**src/rtl/uart_rx.sv**
```systemverilog
// UART receiver: 2-flop synchronizer, mid-bit sampling, 8N1 (8E1 with UART_RX_PARITY_EN).
// Received bytes are held in a one-entry valid/ready output register.
module uart_rx #(
  parameter logic [11:0] cc_per_bit = 12'd1250
) (
  input  logic       clk_i,
  input  logic       reset_i,
  input  logic       rx_i,
  input  logic       ready_i,
  output logic [7:0] data_o,
  output logic       valid_o,
  output logic       frame_err_o,
  output logic       overrun_o,
  output logic       parity_err_o
);

  localparam logic [2:0] S_IDLE   = 3'd0;
  localparam logic [2:0] S_START  = 3'd1;
  localparam logic [2:0] S_DATA   = 3'd2;
`ifdef UART_RX_PARITY_EN
  localparam logic [2:0] S_PARITY = 3'd3;
`endif
  localparam logic [2:0] S_STOP   = 3'd4;

  localparam logic [11:0] HALF_M1 = cc_per_bit / 12'd2 - 12'd1;
  localparam logic [11:0] FULL_M1 = cc_per_bit - 12'd1;

  logic [1:0]  r_sync;
  logic [2:0]  r_state;
  logic [11:0] r_cc;
  logic [3:0]  r_bit;
  logic [7:0]  r_shift;
  logic        w_rx_s;
  logic        w_half;
  logic        w_full;
  logic        w_bad_par;

  assign w_rx_s = r_sync[1];
  assign w_half = (r_cc == HALF_M1);
  assign w_full = (r_cc == FULL_M1);

`ifdef UART_RX_PARITY_EN
  logic r_perr;
  assign w_bad_par = r_perr;
`else
  assign w_bad_par    = 1'b0;
  assign parity_err_o = 1'b0;
`endif

  always_ff @(posedge clk_i or posedge reset_i) begin
    if (reset_i) begin
      r_sync      <= 2'b11;
      r_state     <= S_IDLE;
      r_cc        <= '0;
      r_bit       <= '0;
      r_shift     <= '0;
      data_o      <= '0;
      valid_o     <= 1'b0;
      frame_err_o <= 1'b0;
      overrun_o   <= 1'b0;
`ifdef UART_RX_PARITY_EN
      r_perr       <= 1'b0;
      parity_err_o <= 1'b0;
`endif
    end else begin
      r_sync      <= {r_sync[0], rx_i};
      frame_err_o <= 1'b0;
      overrun_o   <= 1'b0;
`ifdef UART_RX_PARITY_EN
      parity_err_o <= 1'b0;
`endif
      if (valid_o && ready_i)
        valid_o <= 1'b0;

      case (r_state)
        S_IDLE: begin
          r_cc  <= '0;
          r_bit <= '0;
          if (!w_rx_s)
            r_state <= S_START;
        end
        S_START: begin
          if (w_half) begin
            r_cc    <= '0;
            r_state <= w_rx_s ? S_IDLE : S_DATA;
          end else begin
            r_cc <= r_cc + 12'd1;
          end
        end
        S_DATA: begin
          if (w_full) begin
            r_cc                <= '0;
            r_shift[r_bit[2:0]] <= w_rx_s;
            r_bit               <= r_bit + 4'd1;
            if (r_bit == 4'd7) begin
`ifdef UART_RX_PARITY_EN
              r_state <= S_PARITY;
`else
              r_state <= S_STOP;
`endif
            end
          end else begin
            r_cc <= r_cc + 12'd1;
          end
        end
`ifdef UART_RX_PARITY_EN
        S_PARITY: begin
          if (w_full) begin
            r_cc    <= '0;
            r_perr  <= ^{r_shift, w_rx_s};
            r_state <= S_STOP;
          end else begin
            r_cc <= r_cc + 12'd1;
          end
        end
`endif
        S_STOP: begin
          if (w_full) begin
            r_cc    <= '0;
            r_state <= S_IDLE;
            // One error per frame: parity beats framing beats overrun
            if (w_bad_par) begin
`ifdef UART_RX_PARITY_EN
              parity_err_o <= 1'b1;
`endif
            end else if (!w_rx_s) begin
              frame_err_o <= 1'b1;
            end else if (!valid_o || ready_i) begin
              data_o  <= r_shift;
              valid_o <= 1'b1;
            end else begin
              overrun_o <= 1'b1;
            end
          end else begin
            r_cc <= r_cc + 12'd1;
          end
        end
        default: begin
          r_state <= S_IDLE;
          r_cc    <= '0;
        end
      endcase
    end
  end

endmodule

```
**config.mk**
```make
export PLATFORM = sky130hd
export DESIGN_NAME = uart_rx
export DESIGN_NICKNAME = d
export VERILOG_FILES = /design/src/rtl/uart_rx.sv
export SDC_FILE = /design/constraint.sdc
export NUM_CORES = 1
export LEC_CHECK = 0
export ABC_AREA = 1
export BUFFER_PORTS_ARGS = -buffer_cell sky130_fd_sc_hd__clkbuf_2
export CORE_UTILIZATION = 60
export CTS_BUF_LIST = sky130_fd_sc_hd__clkbuf_8
export DETAILED_ROUTE_END_ITERATION = 10
export PLACE_DENSITY = 0.86
export SLEW_MARGIN = 20
export SYNTH_ARGS = -nofsm -noshare
export SYNTH_HDL_FRONTEND = slang
export SYNTH_SLANG_ARGS = --single-unit
```
**constraint.sdc**
```tcl
create_clock -name clk_i -period 2.8 [get_ports clk_i]
set_input_delay 0.28 -clock clk_i [delete_from_list [all_inputs] [get_ports clk_i]]
set_output_delay 0.28 -clock clk_i [all_outputs]
set_load 0.03 [all_outputs]
```
== After elaboration in Yosys (flattened, before gate mapping) ==
Index checks and enable logic that the tools add are counted.

* Add/subtract/negate cells: 2
* $lt $le $gt $ge: 2
* Eq/ne operators: 11
* Multiplexer cells: 27
* Reductions and logical operators: 11

{| class="wikitable"
|+ Operators by type and width
! cell !! number
|-
| $mux W12 || 2
|-
| $pmux W12 S2 || 1
|-
| $mux W3 || 5
|-
| $mux W1 || 13
|-
| $add A12 B1 Y12 const B || 1
|-
| $eq A12 B10 Y1 const B || 1
|-
| $eq A12 B11 Y1 const B || 1
|-
| $pmux W3 S4 || 1
|-
| $ne A2 B2 Y1 const B || 5
|-
| $bwmux W8 || 1
|-
| $pmux W4 S2 || 1
|-
| $reduce_and A5 Y1 || 1
|-
| $add A4 B1 Y4 const B || 1
|-
| $eq A4 B3 Y1 const B || 1
|-
| $lt A3 B4 Y1 const B || 1
|-
| $mux W4 || 1
|-
| $reduce_and A2 Y1 || 2
|-
| $reduce_and A4 Y1 || 1
|-
| $demux W1 S3 || 1
|-
| $eq A3 B1 Y1 const B || 1
|-
| $eq A3 B2 Y1 const B || 1
|-
| $eq A3 B3 Y1 const B || 1
|-
| $ge A3 B1 Y1 const B || 1
|-
| $logic_not A3 Y1 || 1
|-
| 6 further kinds || 7
|}

* Register bits: 40
* Bits of input ports: 4
* Output and inout bits: 12
* Logic and storage cells: 62

== Longest topological paths before layout ==
Gate-level depths: netlist (run 1).

* Depth in word-level cells: 6
* Gate-level depth with buffers: 10
* Mapped depth without buffers: 9

== Least setup slack after synthesis (run 1) ==
OpenSTA, ideal clock, no wires.

* Kind: flip-flop to flip-flop
* Start point: register r_cc[1]
* End point: register data_o[0]
* Arrival time: 1.322 ns
* Data required time: 2.682 ns
* Setup slack: 1.360 ns
* Stages on the path, launching flop included: 11
* Buffers on the path: 1
* Period minus slack after synthesis: 1.440 ns
* Cells stage by stage: dfrtp_1 > inv_1 > ha_1 > nand2_1 > nor2_4 > nand3_4 > clkinv_2 > nand3_4 > buf_6 > nand2_2 > o21ai_2

* Longest elaborated chain between the ends: 2

{| class="wikitable"
|+ Ends and longest elaborated chain
! what !! line !! source
|-
| start, declared || 30 || <nowiki>logic [11:0] r_cc;</nowiki>
|-
| start signal, assigned || 87 || <nowiki>r_cc <= r_cc + 12'd1;</nowiki>
|-
| start signal, assigned || 103 || <nowiki>r_cc <= r_cc + 12'd1;</nowiki>
|-
| start signal, assigned || 135 || <nowiki>r_cc <= r_cc + 12'd1;</nowiki>
|-
| $eq A12 B11 Y1 || 40 || <nowiki>assign w_full = (r_cc == FULL_M1);</nowiki>
|-
| $reduce_and A4 Y1 (no line) || -- ||
|-
| end signal, assigned || 129 || <nowiki>data_o <= r_shift;</nowiki>
|-
| end, declared || 10 || <nowiki>output logic [7:0] data_o,</nowiki>
|}

Every way passes these cells.
A chain may end at the register's enable or synchronous reset.

== Worst setup path after layout (run 1) ==
* Start point: register r_cc[1]
* End point: register data_o[4]

The elaborated chain is that of the path after synthesis.

==> results.ini, run 1 <==
[outcome]
status=complete, no violations

[yosys]
synth.distinct_cells=29
syn_inst=256
synth_adder_area_share=0.02460
synth_area_leader_cell=dfrtp_1
synth_compound_area_frac=0.07811
synth_nets=264
ys_ff_latch=40
synth-simple-area-share=0.3093
post_synth_xor_area_fraction=0.01292
synth_top_family_by_area=simple AND/OR/NAND/NOR gates
synthTopCellsByArea=dfrtp_1 (47%), nand2_1 (13%), nor2_1 (7.6%), inv_1 (5.5%), o21ai_2 (3.4%)
synth_mux_area_frac=0
yosysWarnings=0
ys_seq_area_frac=0.4932
yosysTopAreaCellShare=0.4674
synthesis.area_um2=2034
avgSynthCellArea_um2=7.947

[setup_path]
start_kind=flop
cp_max_fo=16
ff2ff_setup_slack_ns=1.23
cp_data_required_time_ns=2.99
slowest_delay_ns=0.40
slowest_stage=dfrtp_1
end_kind=flop
crit_type=reg -> reg
crit_arrival_ns=1.76
cp_cell_sequence=inv_1 -> ha_1 -> nand2_1 -> nor2_4 -> nand3_4 -> clkinv_2 -> nand3_4 -> nand2_1 -> o21ai_2

[global_route]
globalRouteMet2Util=0.3689
top_usage_layer=met2
antenna_found_initial=0
grt_util_met1=0.2990
grt_max_degree=41
grt_pass1_vias=1464
met3_usage=0.07359
grt.overflow.total=0
grt_first_pass_wirelength_um=6161
track_usage=0.2379

[power]
irDropWorstVdd_v=0.0004408
p_sw_frac=0.1944
p_seq_frac=0.555
p_clk_frac=0.428
p_leak_nw=1.102
internal-power_uw=843.6
powerDensity_nw_per_um2=465.0
p_comb_frac=0.017
switching_power_uw=203.6
p_total_mw=1.047

[flow_run]
max-cap-violations=0

[clock_network]
cts_setup_buffers=0
clk_root_buffer_cell=clkbuf_8
cts.sinks=40
clk_path_buf_depth=2
clock_latency_ns=0.29
numCtsBuffers=5
cts_hold_buf=0
clk_pin_slew_ns=0.07
cts_tree=done
cts_max_level=2
cts_resized=0

[routing]
wl_per_cell_um=11.18
routed_wirelength_um=3578
vias=1584
dr.pass1.iters=4
vias_per_cell=4.950
postRouteAntennaNets=0
drt-initial-drc-count=80
drc=0

[place]
gp_congestion=0.9149
placed_area_um2=2145
pre_cts_ws_ns=1.222
dpl.hpwl_um=2701
place_inst=312
portBuffers=14

[floorplanning]
initial_core_util=0.6504
top_level_ports=16
core_um2=3128
rows=20
die-area_um2=3628
die_w_um=60.23
dieHeight_um=60.23

[timing]
report.final.slew_viol_count=0
clock.fmax_mhz=635.6
hold_ws_ns=0.06082
max-slew-margin-rel=0.6516
skew_ns=0.007058
final.min_clock_period_ns=1.573
timing.final.crit_share=0.5619
setup_viol=0
worst_slew_pin_slew_ns=0.5186
fin_tns_setup_ns=0
layout_setup_ws_ns=1.227
hold_viol_final=0
rsz0062_at_grt=no

[finish]
mostFrequentLayoutCells=nand2_1 (73), nor2_1 (41), dfrtp_1 (38), inv_1 (31), clkbuf_2 (14)
syn_to_final_growth_pct=10.70
fin_nets=283
final_common_cell=nand2_1
diodes=0
drive_gt1_frac=0.1703
stdcell_area_um2=2252
instances_no_fill=320
utilization=0.7200

[hold_path]
holdCritPathClass=in -> reg

==> logic make-up after synthesis <==
| family | Yosys count |
|---|---|
| xor gates and xnor gates | 3 |
| and+or+nand+nor | 143 |
| AOI/OAI and AO/OA | 25 |
| DFF | 40 |
| buffers and inverters | 40 |
| other | 1 |
| adders and majority gates | 4 |
==> sequential cells by signal (all words and copies together) (netlist names) <==
| name | cells |
|---|---|
| data_o | 8 |
| r_state | 3 |
| r_sync | 2 |
| frame_err_o | 1 |
| valid_o | 1 |
| overrun_o | 1 |
| r_shift | 8 |
| r_cc | 12 |
| r_bit | 4 |
==> worst max-delay path: cells and delay by family, from the launching register on <==
family	cells	cell delay, ns
compound gates	1	0.06
fa+ha+maj	1	0.13
buf+inv	2	0.20
flops	1	0.40
simple gates	5	0.68
==> cell usage after synthesis <==
cell,n
nand2_1,73
nor2_1,41
dfrtp_1,38
inv_1,30
o21ai_1,8
o21ai_2,8
nand3_1,7
inv_2,6
nor3_1,6
nand4_1,5
ha_1,4
o21ai_0,4
a21oi_1,3
nand2_2,3
dfstp_2,2
nand3_4,2
nor2_4,2
nor3b_1,2
xnor2_1,2
buf_4,1
buf_6,1
clkbuf_1,1
clkinv_2,1
conb_1,1
nand3b_1,1
o21bai_1,1
o22ai_1,1
or2_2,1
xor2_1,1
==> worst paths after layout <==
check / start / end / depth (start not counted)
min reg2reg: r_sync[0] / r_sync[1] / 0
max reg2reg: r_cc[1] / data_o[4] / 9
min in group asynchronous: reset_i / r_cc[2] / 3
max: r_cc[1] / data_o[4] / 9
max in group asynchronous: reset_i / r_sync[1] / 3
min: rx_i / r_sync[0] / 1
==> area by class of cell <==
class | instances | area (um^2)
clock buffers | 5 | 68.82
clock inverters | 3 | 38.79
fillers | 229 | 875.8
inverters | 37 | 140.1
multi-input cells | 176 | 868.3
flip-flops and latches | 40 | 1003
well taps | 44 | 55.05
repair buffers | 15 | 77.57
==> routing by layer <==
layer	vias to the layer above	routed length, um
met5	-	0
met4	0	73
met3	6	210
met2	43	1554
met1	708	1739
li1	827	-
==> power groups by stage <==
| stage | clock (mW) | combinational (mW) | sequential [mW] |
|---|---|---|---|
| after floorplan | 0 | 0.0133 | 0.592 |
| after global routing | 0.488 | 0.0210 | 0.581 |
| after CTS | 0.458 | 0.0187 | 0.581 |
| after global placement | 0 | 0.0182 | 0.592 |
| after detailed placement | 0 | 0.0187 | 0.592 |
| final | 0.449 | 0.0175 | 0.581 |
Power figures use the tool's default switching activity.
==> run 2, diff against run 1 <==
- clock period: 2.8 -> 1.5 ns (I/O delays scaled with it)
==> results.ini, run 2 (synthesis results as in run 1) <==
[hold_path]
hp-start=ready_i
holdCritPathClass=in -> reg
worstHoldEndpoint=valid_o
whs_path_depth=4  ; +3

[place]
placed_area_um2=2227  ; +3.9%
gp_congestion=0.9110  ; -0.43%
place_inst=323  ; +3.5%
portBuffers=14  ; unchanged
dpl.hpwl_um=2744  ; +1.6%

[floorplanning]
die-area_um2=3628  ; unchanged
dieHeight_um=60.23  ; unchanged
die_w_um=60.23  ; unchanged
top_level_ports=16  ; unchanged
initial_core_util=0.6504  ; unchanged
rows=20  ; unchanged
core_um2=3128  ; unchanged

[routing]
vias_per_cell=5.246  ; +6.0%
drt-initial-drc-count=118  ; +48%
drc=0  ; unchanged
vias=1773  ; +12%
postRouteAntennaNets=0  ; unchanged
dr.pass1.iters=6  ; +2
routed_wirelength_um=4705  ; +31%
wl_per_cell_um=13.92  ; +24%

[clock_network]
cts.sinks=40  ; unchanged
numCtsBuffers=5  ; unchanged
cts_tree=done
cts_max_level=2  ; unchanged
clock_latency_ns=0.29  ; about the same
clk_root_buffer_cell=clkbuf_8
clk_path_buf_depth=2  ; unchanged
clk_pin_slew_ns=0.08  ; about the same

[global_route]
grt_pass1_vias=1707  ; +17%
antenna_found_initial=0  ; unchanged
grt_max_degree=41  ; unchanged
track_usage=0.2821  ; +0.04420
grt.overflow.total=0  ; unchanged
grt_first_pass_wirelength_um=7383  ; +20%

[finish]
reg_top3=r_cc (12), data_o (8), r_shift (8)
utilization=0.8124  ; +0.09240
final_common_cell=nand2_1
syn_to_final_growth_pct=24.91
instances_no_fill=338  ; +5.6%
diodes=0  ; unchanged
drive_gt1_frac=0.3027  ; +0.1324
mostFrequentLayoutCells=nand2_1 (58), dfrtp_1 (37), nor2_1 (35), inv_1 (29), nand2_2 (17)
stdcell_area_um2=2541  ; +13%
regMostFlops=r_cc
fillers=172  ; -25%
largest_reg_flops=12  ; unchanged
fin_nets=302  ; +6.7%

[setup_path]
start_kind=flop
cp_data_required_time_ns=1.68  ; -1.31 ns
reg2reg_depth=9  ; unchanged
timing.rr.end=r_shift[1]
crit_arrival_ns=1.65  ; -0.11 ns
ff2ff_setup_slack_ns=0.03  ; -1.20 ns
crit_type=reg -> reg
end_kind=flop
worstReg2RegStart=r_cc[1]
cp_max_fo=7  ; -9

[timing]
hold_viol_final=0  ; unchanged
final.min_clock_period_ns=1.474  ; -0.09913 ns
fin_tns_setup_ns=0  ; unchanged
rsz0062_at_grt=yes
clock.fmax_mhz=678.4  ; +6.7%
worst_slew_pin_slew_ns=0.5079  ; -0.01069 ns
hold_ws_ns=0.3115  ; +0.2507 ns
report.final.slew_viol_count=0  ; unchanged
timing.final.crit_share=0.9827  ; +0.4209
skew_ns=0.01206  ; +0.005007 ns
setup_viol=0  ; unchanged
max-slew-margin-rel=0.6588  ; +0.007179

[power]
powerDensity_nw_per_um2=841.6  ; +81%
p_leak_nw=1.223  ; +11%
irDropWorstVdd_v=0.0008490  ; +93%

[flow_run]
max-cap-violations=0  ; unchanged

[outcome]
status=complete, no violations

run 2: stage by stage:
stage          setup WS (ns)  total power [mW]
2_1_floorplan        0.06009             1.130
3_3_place_gp         0.01827             1.141
3_5_place_dp        -0.07499             1.142
4_1_cts             0.002081             2.145
5_1_grt             -0.09073             2.215
6_report             0.02594             2.139
run 2: metal layers:
metal	up-vias	routed length [um]	track usage
met5	-	0	0
met4	0	71	0.09967
met3	10	322	0.09091
met2	70	2357	0.4568
met1	820	1953	0.3509
li1	873	-	-
run 2: critical path, cell delays in order, from the launching register on:
cell and delay [ns]:
dfrtp_1 0.39, inv_2 0.08, ha_4 0.13, nand2_4 0.05, nor2_4 0.09, nand3_4 0.14
nor2_4 0.28, nand2_2 0.09, nand2_1 0.06, o21ai_1 0.05
run 2: worst max path at each step:
stage            endpoint    start  slack [ns]
2_1_floorplan   data_o[0]  r_cc[1]        0.06
3_5_place_dp    data_o[6]  r_cc[1]       -0.07
5_1_grt        r_shift[7]  r_cc[1]       -0.09
4_1_cts          r_cc[10]  r_cc[1]       0.002
6_report       r_shift[1]  r_cc[1]        0.03
3_3_place_gp    data_o[2]  r_cc[3]        0.02
run 2: final cells by class:
class | instances | area [um^2] | share of cell area
inverters | 37 | 148.9 | 0.05859
repair buffers | 33 | 225.2 | 0.08863
clock buffers | 5 | 68.82 | 0.02708
well taps | 44 | 55.05 | 0.02166
clock inverters | 2 | 60.06 | 0.02363
flip-flops and latches | 40 | 1005 | 0.3954
multi-input cells | 177 | 978.4 | 0.3850
run 2: where the power goes:
part	leakage [nW]	switching, mW	total [mW]	internal [mW]
logic	0.623	0.0295	0.0400	0.0105
clock network	0.0642	0.359	1.01	0.655
registers	0.535	0.00231	1.08	1.08
run 2: what timing repair did:
item,CTS,global route
cloned,1,0
gates resized for setup,11,26
setup buffers,2,4
hold buffers,2,0
pin swaps,3,11
endpoints found under the hold margin,39,0
endpoints found under the setup margin,21,34
